### src/rtl/seq_match_pkg.sv
// Shared types, default sizes and helpers for the programmable serial-pattern
// detector.
package seq_match_pkg;

   localparam int DEF_MAXLEN = 8;
   localparam int DEF_CNTW   = 8;
   localparam int DEF_LENW   = $clog2(DEF_MAXLEN);

   typedef enum logic [1:0] {
      IDLE = 2'd0,
      RUN  = 2'd1,
      DONE = 2'd2
   } state_t;

   // Returns a mask with bits [len_m1:0] set. Callers size-cast the result
   // to their pattern width, so pattern widths up to 32 bits are supported.
   function automatic logic [31:0] len_mask(input int unsigned len_m1);
      logic [31:0] m;
      m = '0;
      for (int unsigned i = 0; i < 32; i++) begin
         m[i] = (i <= len_m1);
      end
      return m;
   endfunction

endpackage

### src/rtl/seq_match_ctrl_pattern_matcher.sv
// History shift register, fill counter and masked compare against the latched
// pattern. The match output is combinational and refers to the incoming bit.
module pattern_matcher
   import seq_match_pkg::*;
#(
   parameter int MAXLEN = DEF_MAXLEN,
   parameter int LENW   = $clog2(MAXLEN)
) (
   input  logic              clk,
   input  logic              rst,
   input  logic              clear,
   input  logic              shift,
   input  logic              x,
   input  logic [MAXLEN-1:0] pattern,
   input  logic [LENW-1:0]   len_m1,
   output logic              match
);

   localparam logic [LENW:0] FILL_MAX = (LENW+1)'(MAXLEN);
   localparam logic [LENW:0] FILL_ONE = (LENW+1)'(1);

   logic [MAXLEN-1:0] hist_reg;
   logic [MAXLEN-1:0] hist_next;
   logic [MAXLEN-1:0] mask;
   logic [MAXLEN-1:0] bit_ok;
   logic [LENW:0]     fill_reg;
   logic [LENW:0]     fill_next;
   logic [LENW:0]     len_full;

   assign mask      = MAXLEN'(len_mask(32'(len_m1)));
   assign hist_next = {hist_reg[MAXLEN-2:0], x};
   assign fill_next = (fill_reg == FILL_MAX) ? FILL_MAX : fill_reg + FILL_ONE;
   assign len_full  = {1'b0, len_m1} + FILL_ONE;

   generate
      for (genvar gi = 0; gi < MAXLEN; gi++) begin : g_cmp
         assign bit_ok[gi] = ~mask[gi] | (hist_next[gi] ~^ pattern[gi]);
      end
   endgenerate

   // The fill gate stops the cleared all-zero history from matching early.
   assign match = shift && (&bit_ok) && (fill_next >= len_full);

   always_ff @(posedge clk) begin
      if (rst || clear) begin
         hist_reg <= '0;
         fill_reg <= '0;
      end else if (shift) begin
         hist_reg <= hist_next;
         fill_reg <= fill_next;
      end
   end

endmodule

### src/rtl/seq_match_ctrl.sv
// Run controller for the programmable pattern detector: latches the command,
// counts overlapping matches and signals completion.
module seq_match_ctrl
   import seq_match_pkg::*;
#(
   parameter int MAXLEN = DEF_MAXLEN,
   parameter int LENW   = $clog2(MAXLEN),
   parameter int CNTW   = DEF_CNTW
) (
   input  logic              clk,
   input  logic              rst,
   input  logic              start,
   input  logic [MAXLEN-1:0] pattern,
   input  logic [LENW-1:0]   len_m1,
   input  logic [CNTW-1:0]   target,
   input  logic              x,
   input  logic              x_valid,
   input  logic              abort,
   output logic              busy,
   output logic              z,
   output logic              done,
   output logic [CNTW-1:0]   match_cnt
);

   localparam logic [CNTW-1:0] CNT_MAX = '1;
   localparam logic [CNTW-1:0] CNT_ONE = CNTW'(1);
   localparam logic [CNTW:0]   CMP_ONE = (CNTW+1)'(1);

   state_t            state_reg, state_next;
   logic [MAXLEN-1:0] pattern_reg, pattern_next;
   logic [LENW-1:0]   len_m1_reg, len_m1_next;
   logic [CNTW-1:0]   target_reg, target_next;
   logic [CNTW-1:0]   cnt_reg, cnt_next;
   logic              z_reg, z_next;
   logic              clear;
   logic              shift;
   logic              match;

   // abort gates the shift, so a bit arriving with abort can never match.
   assign shift = (state_reg == RUN) && x_valid && !abort;

   pattern_matcher #(
      .MAXLEN (MAXLEN),
      .LENW   (LENW)
   ) u_matcher (
      .clk     (clk),
      .rst     (rst),
      .clear   (clear),
      .shift   (shift),
      .x       (x),
      .pattern (pattern_reg),
      .len_m1  (len_m1_reg),
      .match   (match)
   );

   always_comb begin
      state_next   = state_reg;
      pattern_next = pattern_reg;
      len_m1_next  = len_m1_reg;
      target_next  = target_reg;
      cnt_next     = cnt_reg;
      z_next       = 1'b0;
      clear        = 1'b0;
      case (state_reg)
         IDLE: begin
            if (start) begin
               pattern_next = pattern;
               len_m1_next  = len_m1;
               target_next  = target;
               cnt_next     = '0;
               clear        = 1'b1;
               state_next   = RUN;
            end
         end
         RUN: begin
            if (abort) begin
               state_next = IDLE;
            end else if (match) begin
               z_next   = 1'b1;
               cnt_next = (cnt_reg == CNT_MAX) ? cnt_reg : cnt_reg + CNT_ONE;
               // Compare one bit wider so a saturated count cannot wrap.
               if ((target_reg != '0) &&
                   (({1'b0, cnt_reg} + CMP_ONE) == {1'b0, target_reg})) begin
                  state_next = DONE;
               end
            end
         end
         DONE:    state_next = IDLE;
         default: state_next = IDLE;
      endcase
   end

   always_ff @(posedge clk) begin
      if (rst) begin
         state_reg   <= IDLE;
         pattern_reg <= '0;
         len_m1_reg  <= '0;
         target_reg  <= '0;
         cnt_reg     <= '0;
         z_reg       <= 1'b0;
      end else begin
         state_reg   <= state_next;
         pattern_reg <= pattern_next;
         len_m1_reg  <= len_m1_next;
         target_reg  <= target_next;
         cnt_reg     <= cnt_next;
         z_reg       <= z_next;
      end
   end

   assign busy      = (state_reg == RUN);
   assign done      = (state_reg == DONE);
   assign z         = z_reg;
   assign match_cnt = cnt_reg;

endmodule

### config.mk
export PLATFORM = sky130hd
export DESIGN_NAME = seq_match_ctrl
export DESIGN_NICKNAME = d
export VERILOG_FILES = /design/src/rtl/seq_match_pkg.sv /design/src/rtl/seq_match_ctrl_pattern_matcher.sv /design/src/rtl/seq_match_ctrl.sv
export SDC_FILE = /design/constraint.sdc
export NUM_CORES = 1
export LEC_CHECK = 0
export BUFFER_PORTS_ARGS = -buffer_cell sky130_fd_sc_hd__buf_4
export CORE_UTILIZATION = 55
export DETAILED_ROUTE_END_ITERATION = 12
export PLACE_DENSITY = 0.78
export RECOVER_POWER = 25
export SLEW_MARGIN = 20
export SYNTH_ARGS = -nofsm -noshare
export SYNTH_HDL_FRONTEND = slang
export SYNTH_SLANG_ARGS = --single-unit
### constraint.sdc
create_clock -name clk -period 2.77 [get_ports clk]
set_input_delay 0.554 -clock clk [delete_from_list [all_inputs] [get_ports clk]]
set_output_delay 0.554 -clock clk [all_outputs]
set_load 0.02 [all_outputs]
# After elaboration in Yosys (flattened, before gate mapping)
# Cells that the tools add are included.
[classes]
add_sub_neg = 4
magnitude_cmp = 8
n_eq_ne = 11
muxes = 14
bitwise_logic = 23
n_reduce_logical = 15
[ops]
columns = ["operator", "count"]
rows = [
  ["$mux 8", 4],
  ["$pmux 8 s2", 1],
  ["$le 3x3->1 const A", 4],
  ["$add 8x1->9 const B", 1],
  ["$eq 9x8->1", 1],
  ["$add 8x1->8 const B", 1],
  ["$eq 8x8->1 const B", 1],
  ["$mux 2", 4],
  ["$not 1->1", 8],
  ["$reduce_and 8->1", 1],
  ["$reduce_bool 8->1", 1],
  ["$xnor 1x1->1", 8],
  ["$or 1x1->1", 7],
  ["$le 2x3->1 const A", 2],
  ["$ne 2x2->1 const B", 3],
  ["$ne 3x2->1 const B", 2],
  ["$logic_and 1x1->1", 5],
  ["$reduce_and 5->1", 1],
  ["$add 3x1->4 const B", 1],
  ["$add 4x1->4 const B", 1],
  ["$eq 4x4->1 const B", 1],
  ["$ge 4x4->1", 1],
  ["$mux 4", 1],
  ["$pmux 2 s2", 1],
  ["other kinds (12)", 14],
]
[word_totals]
ff_bits = 41
input_bits = 25
out_inout_bits = 11
elab_cells = 83

# Depth between registers and ports, before layout
# Gate-level depths: netlist of the first run.
[depth]
word_depth = 9
mapped_depth = 11
mapped_depth_nobuf = 11

# Cells and area by module
# Synthesis of the first run repeated with hierarchy kept, for this count alone.
[unflattened]
cells_unflattened = 261
hier_area_um2 = 2189.6
[by_module_without_submodules]
columns = ["mod", "instances", "cells_each", "area_per_inst_um2", "seq_area_each_um2"]
rows = [
  ["seq_match_ctrl", 1, 176, 1417.6, 600.6],
  ["pattern_matcher", 1, 85, 772.0, 220.2],
]

# Worst setup path after synthesis of the first run
# No wires, ideal clock.
[synth_timing]
path_kind = "flip-flop to flip-flop"
from = "reg len_m1_reg[0]"
to = "reg cnt_reg[3] (netlist: match_cnt[3])"
setup_ps = 62
arrival_time_ps = 2249
t_required_ps = 2708
slack_ps = 458
stages_incl_launch_ff = 10
n_path_buf = 0
period_less_slack_ps = 2312
path_cell_list = "dfxtp_1 > ha_1 > ha_1 > inv_1 > ha_1 > o21ai_0 > a221oi_2 > nand4b_4 > or4_1 > nand3_1"
[synth_via]
elab_chain_cells = 8
elab_cells_between_ends = 28
classes_between = "add/sub (1); order compare (8); eq/ne (1); bitwise (14); reduce/logical (4)"
[synth_lines]
columns = ["item", "line", "text"]
rows = [
  ["start: declaration", "seq_match_ctrl.sv:31", "logic [LENW-1:0] len_m1_reg, len_m1_next;"],
  ["start signal: assignment", "seq_match_ctrl.sv:104", "len_m1_reg <= len_m1_next;"],
  ["branches (longest 5 deep; another with $add 3x1->4)", "-", ""],
  ["$logic_and 1x1->1 (*)", "seq_match_ctrl_pattern_matcher.sv:42", "assign match = shift && (&bit_ok) && (fill_next >= len_full);"],
  ["$ne 2x1->1 (no source line) (*)", "-", ""],
  ["$reduce_and 5->1 (no source line) (*)", "-", ""],
  ["end signal: assignment", "seq_match_ctrl.sv:106", "cnt_reg <= cnt_next;"],
  ["end: declaration", "seq_match_ctrl.sv:33", "logic [CNTW-1:0] cnt_reg, cnt_next;"],
]
# Every way passes the cells marked *.
# A chain may end at the register's enable or synchronous reset.

# Worst setup path in the final report of the first run
[layout_timing]
from = "reg len_m1_reg[0]"
to = "reg cnt_reg[6] (netlist: match_cnt[6])"
# Same word-level chain as after synthesis.

==> flow_summary_export.csv, run 1 <==
group,metric,value,unit
run_status,outcome,"completed",
synth,ys_types,43,
sta,finalCritPeriodShare,91.27,%
detailed_routing,wire_per_inst,13.16,um
sta,worst_pin_slew,0.9033,ns
setup_path,r2r_cells,9,
detailed_routing,routed_wl,5042,um
setup_path,cp.arrival,2.71,ns
die,initial_utilization,57.21,%
synth,synth_area_leaders,"dfxtp_1, nand2_1, a21oi_1, ha_1, xnor2_1",
synth,yosysWarnings,0,
sta,hold_viol,0,
grt,grt_usage,26.05,%
setup_path,worstReg2RegEnd,"match_cnt[6]$_SDFFE_PP0P_",
synth,synth_seq_cells,41,
grt,antenna_found_initial,0,
pwr,totalPowerFinal,1.276,mW
die,die_y,66.51,um
synth,yosysTopAreaCellShare,35.87,%
synth,synth_edf_count,0,
clock_tree,ctsHtreeMaxLevel,2,
synth,synth_top_cell_by_area,"dfxtp_1",
placed_design,gp_congestion,0.8755,
clock_tree,hold_buffers,0,
min_path,hold_path_depth,2,
clock_tree,cts_root_buf,"clkbuf_8",
sta,fin_worst_skew,0.007514,ns
placed_design,dp_hpwl,3748,um
min_path,min_to,"pattern_reg[0]$_SDFFE_PP0P_",
clock_tree,cts_buffers,5,
clock_tree,clk_pin_slew_worst_paths,0.09,ns
detailed_routing,dr.pass1.iters,4,
grt,grt_pass1_wl,8728,um
sta,rsz0062_at_grt,"no",
detailed_routing,drtIter0Drc,104,
min_path,min_from,"pattern_reg[0]$_SDFFE_PP0P_",
sta,fin_crit,2.528,ns
cells_and_area,drive_gt1_share,14.41,%
cells_and_area,mostFrequentLayoutCells,"nand2_1, dfxtp_1, buf_4, a21oi_1, inv_1",
cells_and_area,fillers,371,
cells_and_area,fin_util,67.28,%
pwr,p_leak,1.070,nW
grt,grt_max_degree,29,
synth,postSynthAreaPerCell,7.679,um2
placed_design,port_buffers,35,
grt,grt_pass1_vias,1934,
setup_path,cp-start-kind,"flip-flop",
clock_tree,cts_tree,"built",
sta,holdWs,0.4707,ns
clock_tree,clock_path_buffers,2,
setup_path,endpoint_kind,"flip-flop",
cells_and_area,final_cells,383,
die,rows,23,
synth,ys.flop_type,"dfxtp_1",
sta,slew_viol_final,0,
clock_tree,post_cts_buffers,0,
pwr,power_density,474.3,mW/mm2
synth,synthArstFlopShare,0,%
detailed_routing,ant_nets,0,
sta,finalSetupViolations,0,
min_path,hold_class,"flip-flop to flip-flop",
synth,ys_seq_area_share,35.87,%
clock_tree,cts_resized,0,
die,dieWidth,66.51,um
cells_and_area,final_common_cell,"nand2_1",
setup_path,r2r_start,"len_m1_reg[0]$_SDFFE_PP0P_",
die,ios,36,
pwr,ir_worst_vdd,0.3432,mV
synth,syn_area,0.002288,mm2
sta,setup-tns-final,0,ns
die,die_area,0.004423,mm2
sta,max_slew_margin,39.78,%
synth,syn_nets,334,
cells_and_area,synthToLayoutAreaGrowth,17.61,%
flow_run,cap_violations,0,
setup_path,cp_data_required_time,2.95,ns
setup_path,critPathKind,"flip-flop to flip-flop",
clock_tree,clk_latency,0.30,ns
detailed_routing,vias,2147,
detailed_routing,remaining_drc_errors,0,
cells_and_area,nNetsFinal,368,
die,coreArea,0.004000,mm2
detailed_routing,via_per_inst,5.606,
clock_tree,cts_sinks,41,
synth,netlist_instances,298,
setup_path,ff2ff_setup_slack,0.24,ns
sta,max_freq,0.3955,GHz
setup_path,cp_max_fo,8,
placed_design,dp.cells,375,
cells_and_area,antenna_cells,0,
grt,grt_overflow,0,
[layer usage]
metal | track usage [%] | up-vias | wire (um)
met1 | 34.81 | 972 | 2444
met4 | 10.90 | 0 | 139
met3 | 4.966 | 14 | 260
met5 | 0 | - | 0
li1 | - | 1101 | -
met2 | 40.82 | 60 | 2197
[through the flow]
step	setup slack [ns]	area (um2)
after detailed placement	0.2851	2591
after global routing	0.02839	2691
final	0.2418	2691
after global placement	0.3762	2591
after floorplan	0.4583	2288
after CTS	0.2558	2706
[logic make-up (layout without fill, tap and decap cells)]
logic type / Yosys count / count (layout) / synth area share, %
simple gates: 136 / 136 / 28.92
compound gates: 63 / 63 / 16.51
flops: 41 / 41 / 35.87
buf+inv: 27 / 62 / 4.757
xor+xnor: 16 / 16 / 6.124
fa+ha+maj: 11 / 11 / 6.014
mux: 4 / 4 / 1.804
[how the worst max path moves through the flow]
stage	start	end	slack [ns]
global placement	len_m1_reg[1]$_SDFFE_PP0P_	match_cnt[3]$_SDFFE_PP0P_	0.38
global route	len_m1_reg[0]$_SDFFE_PP0P_	match_cnt[6]$_SDFFE_PP0P_	0.03
floorplan	len_m1_reg[0]$_SDFFE_PP0P_	match_cnt[3]$_SDFFE_PP0P_	0.46
finish	len_m1_reg[0]$_SDFFE_PP0P_	match_cnt[6]$_SDFFE_PP0P_	0.24
CTS	len_m1_reg[0]$_SDFFE_PP0P_	match_cnt[6]$_SDFFE_PP0P_	0.26
detailed placement	len_m1_reg[0]$_SDFFE_PP0P_	match_cnt[3]$_SDFFE_PP0P_	0.29
[power breakdown]
group          switching (mW)  internal (mW)  total [mW]
Combinational          0.0857         0.0704       0.156
Sequential             0.0193          0.608       0.627
Clock                   0.224          0.270       0.493
Total                   0.329          0.948        1.28
[Yosys cell counts (all sizes together) (3+ instances only)]
master  instances
a21oi          34
and3            5
clkbuf         11
dfxtp          41
ha             11
inv            15
mux2i           3
nand2          76
nand3          10
nand4           3
nor2            9
nor3           11
nor4            3
o211ai          3
o21ai          11
or4             3
xnor2           9
xor2            7
[worst max-delay path: stages (launching register included)]
cell	delay (ns)
dfxtp_1	0.46
inv_1	0.13
ha_1	0.31
inv_1	0.04
ha_1	0.25
o21ai_0	0.09
a221oi_2	0.37
nand4_1	0.34
mux2i_1	0.29
o311ai_1	0.12
[area by class of cell]
type	count	area (um2)	share of cell area [%]
Clock inverter	3	46.29	1.720
Sequential cell	41	820.8	30.50
Inverter	15	56.30	2.092
Multi-Input combinational cell	230	1359	50.49
Timing Repair Buffer	39	277.8	10.32
Clock buffer	5	68.82	2.557
Tap cell	50	62.56	2.325
No activity file was read; power rests on OpenSTA's default activity.
==> run 2, diff against run 1 <==
--- a/config.mk
+++ b/config.mk
@@ -6,9 +6,9 @@
 export NUM_CORES = 1
 export LEC_CHECK = 0
 export BUFFER_PORTS_ARGS = -buffer_cell sky130_fd_sc_hd__buf_4
-export CORE_UTILIZATION = 55
+export CORE_UTILIZATION = 56
 export DETAILED_ROUTE_END_ITERATION = 12
-export PLACE_DENSITY = 0.78
+export PLACE_DENSITY = 0.79
 export RECOVER_POWER = 25
 export SLEW_MARGIN = 20
 export SYNTH_ARGS = -nofsm -noshare
==> constraint.sdc (replaced) <==
create_clock -name clk -period 2.77 [get_ports clk]
set_input_delay 0.1385 -clock clk [delete_from_list [all_inputs] [get_ports clk]]
set_output_delay 0.1385 -clock clk [all_outputs]
set_load 0.02 [all_outputs]
==> flow_summary_export.csv, run 2 (same netlist as run 1, synthesis figures left out) <==
group,metric,value,unit
run_status,outcome,"completed",
clock_tree,ctsHtreeMaxLevel,2,
sta,holdWs,0.07731,ns
clock_tree,post_cts_buffers,0,
setup_path,crit_family,"simple AND/OR/NAND/NOR gates",
setup_path,timing.critical_path.buf_inv,2,
die,coreArea,0.003799,mm2
setup_path,cpMaxStageDelayCell,"or4_1",
cells_and_area,drive_gt1_share,11.52,%
sta,finalSetupViolations,0,
sta,fin_crit,2.521,ns
die,dieWidth,65.93,um
setup_path,cp_max_fo,8,
setup_path,slowest_delay,0.53,ns
detailed_routing,via_per_inst,5.661,
setup_path,critPathKind,"flip-flop to flip-flop",
detailed_routing,drtIter0Drc,170,
sta,rsz0062_at_grt,"no",
grt,grt_pass1_vias,1946,
sta,hold_viol,0,
cells_and_area,antenna_cells,0,
die,initial_utilization,60.24,%
detailed_routing,routed_wl,5162,um
placed_design,dp_hpwl,3719,um
min_path,hold_class,"primary input to flip-flop",
clock_tree,clk_latency,0.30,ns
sta,setup-tns-final,0,ns
sta,max_freq,0.3967,GHz
cells_and_area,mostFrequentLayoutCells,"nand2_1, dfxtp_1, a21oi_1, buf_4, inv_1",
placed_design,port_buffers,35,
detailed_routing,wire_per_inst,13.66,um
clock_tree,cts_buffers,5,
grt,grt_overflow,0,
sta,worst_pin_slew,0.9867,ns
cells_and_area,regArea,820.8,um2
cells_and_area,final_area,0.002663,mm2
sta,slew_viol_final,0,
setup_path,cp.arrival,2.76,ns
sta,max_slew_margin,34.18,%
pwr,ir_worst_vdd,0.3809,mV
setup_path,crit_chain,"inv_1, ha_1, inv_1, ha_1, o21ai_0, a221oi_2, nand4b_4, or4_1, nand3_1",
detailed_routing,vias,2140,
clock_tree,clock_path_buffers,2,
die,rows,22,
die,die_area,0.004346,mm2
die,die_y,65.93,um
grt,grt_max_degree,29,
detailed_routing,remaining_drc_errors,0,
cells_and_area,final_common_cell,"nand2_1",
sta,finalCritPeriodShare,90.99,%
pwr,power_density,514.1,mW/mm2
clock_tree,cts_tree,"built",
detailed_routing,ant_nets,0,
pwr,p_leak,1.039,nW
cells_and_area,synthToLayoutAreaGrowth,16.35,%
flow_run,cap_violations,0,
cells_and_area,multi_input_area,0.001359,mm2
grt,antenna_found_initial,0,
clock_tree,cts_sinks,41,
clock_tree,clk_pin_slew_worst_paths,0.08,ns
grt,grt_pass1_wl,8838,um
placed_design,gp_congestion,0.8520,
cells_and_area,fillers,376,
grt,grt_usage,26.84,%
clock_tree,cts_root_buf,"clkbuf_8",
die,ios,36,
detailed_routing,dr.pass1.iters,4,
clock_tree,cts_resized,0,
setup_path,cp_data_required_time,3.01,ns
setup_path,cp-start-kind,"flip-flop",
clock_tree,hold_buffers,0,
sta,fin_worst_skew,0.003902,ns
placed_design,detailed_place.area,0.002566,mm2
cells_and_area,nNetsFinal,365,
setup_path,endpoint_kind,"flip-flop",
run 2: layout make-up:
type / instances / share of cell area (%)
Clock buffer: 5 / 2.585
Clock inverter: 3 / 2.585
Inverter: 15 / 2.115
Multi-Input combinational cell: 230 / 51.03
Sequential cell: 41 / 30.83
Tap cell: 48 / 2.256
Timing Repair Buffer: 36 / 8.600
run 2: per-stage QoR:
| stage | power (mW) | setup slack, ns | utilization [%] | cells |
|---|---|---|---|---|
| 6_report | 1.369 | 0.2495 | 70.09 | 378 |
| 3_3_place_gp | 0.7905 | 0.3626 | 67.56 | 370 |
| 4_1_cts | 1.375 | 0.2632 | 71.18 | 378 |
| 3_5_place_dp | 0.7950 | 0.3013 | 67.56 | 370 |
| 5_1_grt | 1.422 | 0.07754 | 70.09 | 378 |
| 2_1_floorplan | 0.7410 | 0.4583 | - | 298 |
run 2: worst register-to-register path: cells and delay by family (launching register included):
family                   cells  cell delay, ns
AND/OR/NAND/NOR              3            0.81
adder cells (fa/ha/maj)      2            0.54
flip-flops                   1            0.48
AO/OA/AOI/OAI                2            0.46
buffers and inverters        2            0.17
run 2: path summary, 6_finish.rpt:
| check | depth (start not counted) | endpoint | slack [ns] | from |
|---|---|---|---|---|
| setup / recovery | 9 | match_cnt[3]$_SDFFE_PP0P_ | 0.25 | len_m1_reg[0]$_SDFFE_PP0P_ |
| hold / removal | 3 | pattern_reg[4]$_SDFFE_PP0P_ | 0.08 | pattern[4] |
| setup reg to reg | 9 | match_cnt[3]$_SDFFE_PP0P_ | 0.25 | len_m1_reg[0]$_SDFFE_PP0P_ |
| hold reg to reg | 2 | pattern_reg[7]$_SDFFE_PP0P_ | 0.47 | pattern_reg[7]$_SDFFE_PP0P_ |
run 2: power by group:
| group | total, mW | switching, mW | internal [mW] | leakage (nW) |
|---|---|---|---|---|
| clock network | 0.588 | 0.225 | 0.363 | 0.0687 |
| registers | 0.628 | 0.0200 | 0.608 | 0.334 |
| logic | 0.153 | 0.0857 | 0.0675 | 0.636 |
run 2: layer usage:
layer	wire length [um]	global-route usage, %	vias up
li1	-	-	1088
met5	0	0	-
met4	65	9.511	0
met3	305	5.862	4
met2	2302	42.35	62
met1	2488	35.67	986
